`src/rtl/adder_bist_ref.sv`:
```
// Golden adder for the self-test engine.
// Ports:
//   a, b    - WIDTH-bit operands
//   cin     - carry-in
//   exp_sum - WIDTH+1-bit expected {carry_out, sum}
module adder_bist_ref #(
    parameter int WIDTH = 4
) (
    input  logic [WIDTH-1:0] a,
    input  logic [WIDTH-1:0] b,
    input  logic             cin,
    output logic [WIDTH:0]   exp_sum
);

    assign exp_sum = {1'b0, a} + {1'b0, b} + {{WIDTH{1'b0}}, cin};

endmodule

```
`config.mk`:
```
export PLATFORM = sky130hd
export DESIGN_NAME = adder_bist_ref
export DESIGN_NICKNAME = d
export VERILOG_FILES = /design/src/rtl/adder_bist_ref.sv
export SDC_FILE = /design/constraint.sdc
export NUM_CORES = 1
export LEC_CHECK = 0
export BUFFER_PORTS_ARGS = -buffer_cell sky130_fd_sc_hd__buf_2
export CELL_PAD_IN_SITES_DETAIL_PLACEMENT = 0
export CELL_PAD_IN_SITES_GLOBAL_PLACEMENT = 1
export CORE_AREA = 2 2 39 41
export DETAILED_ROUTE_END_ITERATION = 12
export DIE_AREA = 0 0 41 43
export PLACE_DENSITY_LB_ADDON = 0.15
export SYNTH_ARGS = -nofsm -noshare
export SYNTH_HDL_FRONTEND = slang
export SYNTH_SLANG_ARGS = --single-unit
export TNS_END_PERCENT = 10
```
`constraint.sdc`:
```
create_clock -name vclk -period 3.04
set_clock_uncertainty 0.2 [all_clocks]
set_input_delay 0.608 -clock vclk [all_inputs]
set_output_delay 0.608 -clock vclk [all_outputs]
set_load 0.01 [all_outputs]
```
==> flow_metrics.py <==
metrics = {
    "floorplan": {
        "coreArea_um2": 1380,
        "die-area_um2": 1760,
        "num_rows": 14,
        "die_w_um": 41,
        "die-height_um": 43,
        "io_pins": 14,
        "initial_core_util_pct": 10.4,
    },
    "global_route": {
        "grt_pass1_vias": 155,
        "antenna_found_initial": 0,
        "grt_pass1_wl_um": 586,
        "grt_max_degree": 4,
        "grt_use_total_pct": 4.50,
        "grt-ovfl-total": 0,
    },
    "finish": {
        "nFlopsAndLatches": 0,
        "n_clock_buffer": 0,
        "regArea_um2": 0,
        "area_growth_pct": 62.6,
        "utilization_pct": 16.9,
        "final_cell_mix": "14 x buf_2, 4 x inv_1, 3 x ha_1",
        "final_common_cell": "buf_2",
        "layout-drive-gt1-share_pct": 50.0,
        "diodes": 0,
        "nets": 46,
    },
    "power": {
        "vdd_drop_max_mv": 0.0768,
        "power_density_nw_per_um2": 200,
        "p_leak_nw": 0.135,
        "finalPower_uw": 46.7,
    },
    "timing": {
        "tightest_slew_ns": 0.135,
        "final-hold-violation-count": 0,
        "fmax_ghz": 0.377,
        "timing.hold.ws_ns": 1.36,
        "fin_crit_ns": 2.66,
        "maxSlewHeadroom_pct": 90.9,
        "rsz0062_at_grt": "no",
        "fin_tns_setup_ns": 0,
        "fin_crit_sh_pct": 87.4,
        "finalMaxSlewViolations": 0,
        "worst_slack_ns": 0.384,
        "setup_viol": 0,
    },
    "critical_path": {
        "path_cells": "buf_2 -> fa_1 -> inv_1 -> fa_1 -> nor2b_1 -> o21ai_0 -> nand2b_1 -> buf_2",
        "worstSetupStartpointType": "input pin",
        "path_max_fanout": 2,
        "end_kind": "output pin",
        "cp_top_family": "adder cells",
        "cp.depth": 8,
        "path_buf_inv": 3,
        "max_stage_delay_ns": 0.43,
        "cp.arrival_ns": 1.85,
        "required_ns": 2.23,
        "path_class": "in -> out",
        "critPathSlowestCell": "fa_1",
    },
    "placement": {
        "pre_cts_ws_ns": 0.347,
        "place_congestion": 0.595,
        "dp_hpwl_um": 347,
        "io_buffers": 14,
    },
    "detailed_routing": {
        "vias": 159,
        "dr.pass1.iters": 1,
        "drt-total-wl_um": 341,
        "post_drt_wl_per_cell_um": 7.41,
        "drc": 0,
        "drtAntennaViolNets": 0,
        "drtIter0Drc": 0,
        "via_per_inst": 3.46,
    },
    "synth": {
        "yosysWarnings": 0,
        "synth.yosys.seq_area_share_pct": 0,
        "syn-instance-count": 16,
        "synth_area_per_cell_um2": 8.99,
        "synth_cell_types": 9,
        "syn_nets": 30,
        "synthesis.area_um2": 144,
    },
    "run_status": {
        "outcome": "completed",
    },
    "job": {
        "maxCapViolations": 0,
    },
    "clock_network": {
        "holdBufCountCts": 0,
        "post_cts_buffers": 0,
        "ctsResizeCount": 0,
    },
    "worst_hold_path": {
        "holdCritStartpoint": "cin",
        "min_to": "exp_sum[0]",
        "min_path_cells": 3,
        "hp-class": "in -> out",
    },
}
## how the worst max path moves through the flow
stage | to | from | slack, ns
after global routing | exp_sum[4] | a[0] | 0.24
after global placement | exp_sum[4] | a[0] | 0.38
after floorplan | exp_sum[1] | a[0] | 0.64
after detailed placement | exp_sum[4] | a[0] | 0.35
final | exp_sum[4] | a[0] | 0.38
after CTS | exp_sum[4] | a[0] | 0.34
## Yosys cell counts
master,count,area share [%]
a21oi_2,1,6.1
a21o_1,1,5.2
o21ai_0,1,3.5
inv_1,4,10
nor2b_1,1,4.4
ha_1,3,26
nand2b_1,1,4.4
fa_1,2,28
xnor2_1,2,12
## kinds of logic (layout without fill, tap and decap cells)
logic type | after synthesis | count (layout) | synth area share [%]
fa+ha+maj | 5 | 5 | 53.9
buf+inv | 4 | 18 | 10.4
compound gates | 3 | 3 | 14.8
xor+xnor | 2 | 2 | 12.2
simple gates | 2 | 2 | 8.70
## through the flow
stage          cells  area (um^2)
3_5_place_dp      46          234
3_3_place_gp      46          234
2_1_floorplan     16          144
4_1_cts           46          234
5_1_grt           46          234
6_report          46          234
## worst min-delay path: cells and delay by family
| kind | cells | cell delay (ns) |
|---|---|---|
| fa+ha+maj | 1 | 0.14 |
| buf+inv | 2 | 0.20 |
## where the power goes
group | internal, mW | total [mW] | switching, mW
Clock | 0 | 0 | 0
Sequential | 0 | 0 | 0
Combinational | 0.0236 | 0.0467 | 0.0231
Total | 0.0236 | 0.0467 | 0.0231
## metal layers
layer  up-vias  wire length [um]  GRT usage [%]
met5         -                 0              0
met4         0                 0              0
met3         0                71          0.524
met2        14               142           8.44
met1        67               127           5.40
li1         78                 -              -
## layout make-up
class                      instances  area, um^2
fill                             156        1150
inverter                           4        15.0
multi-input combinational         12         129
tap                               16        20.0
timing repair buffer              14        70.1
No activity file was read; power rests on OpenSTA's default activity.
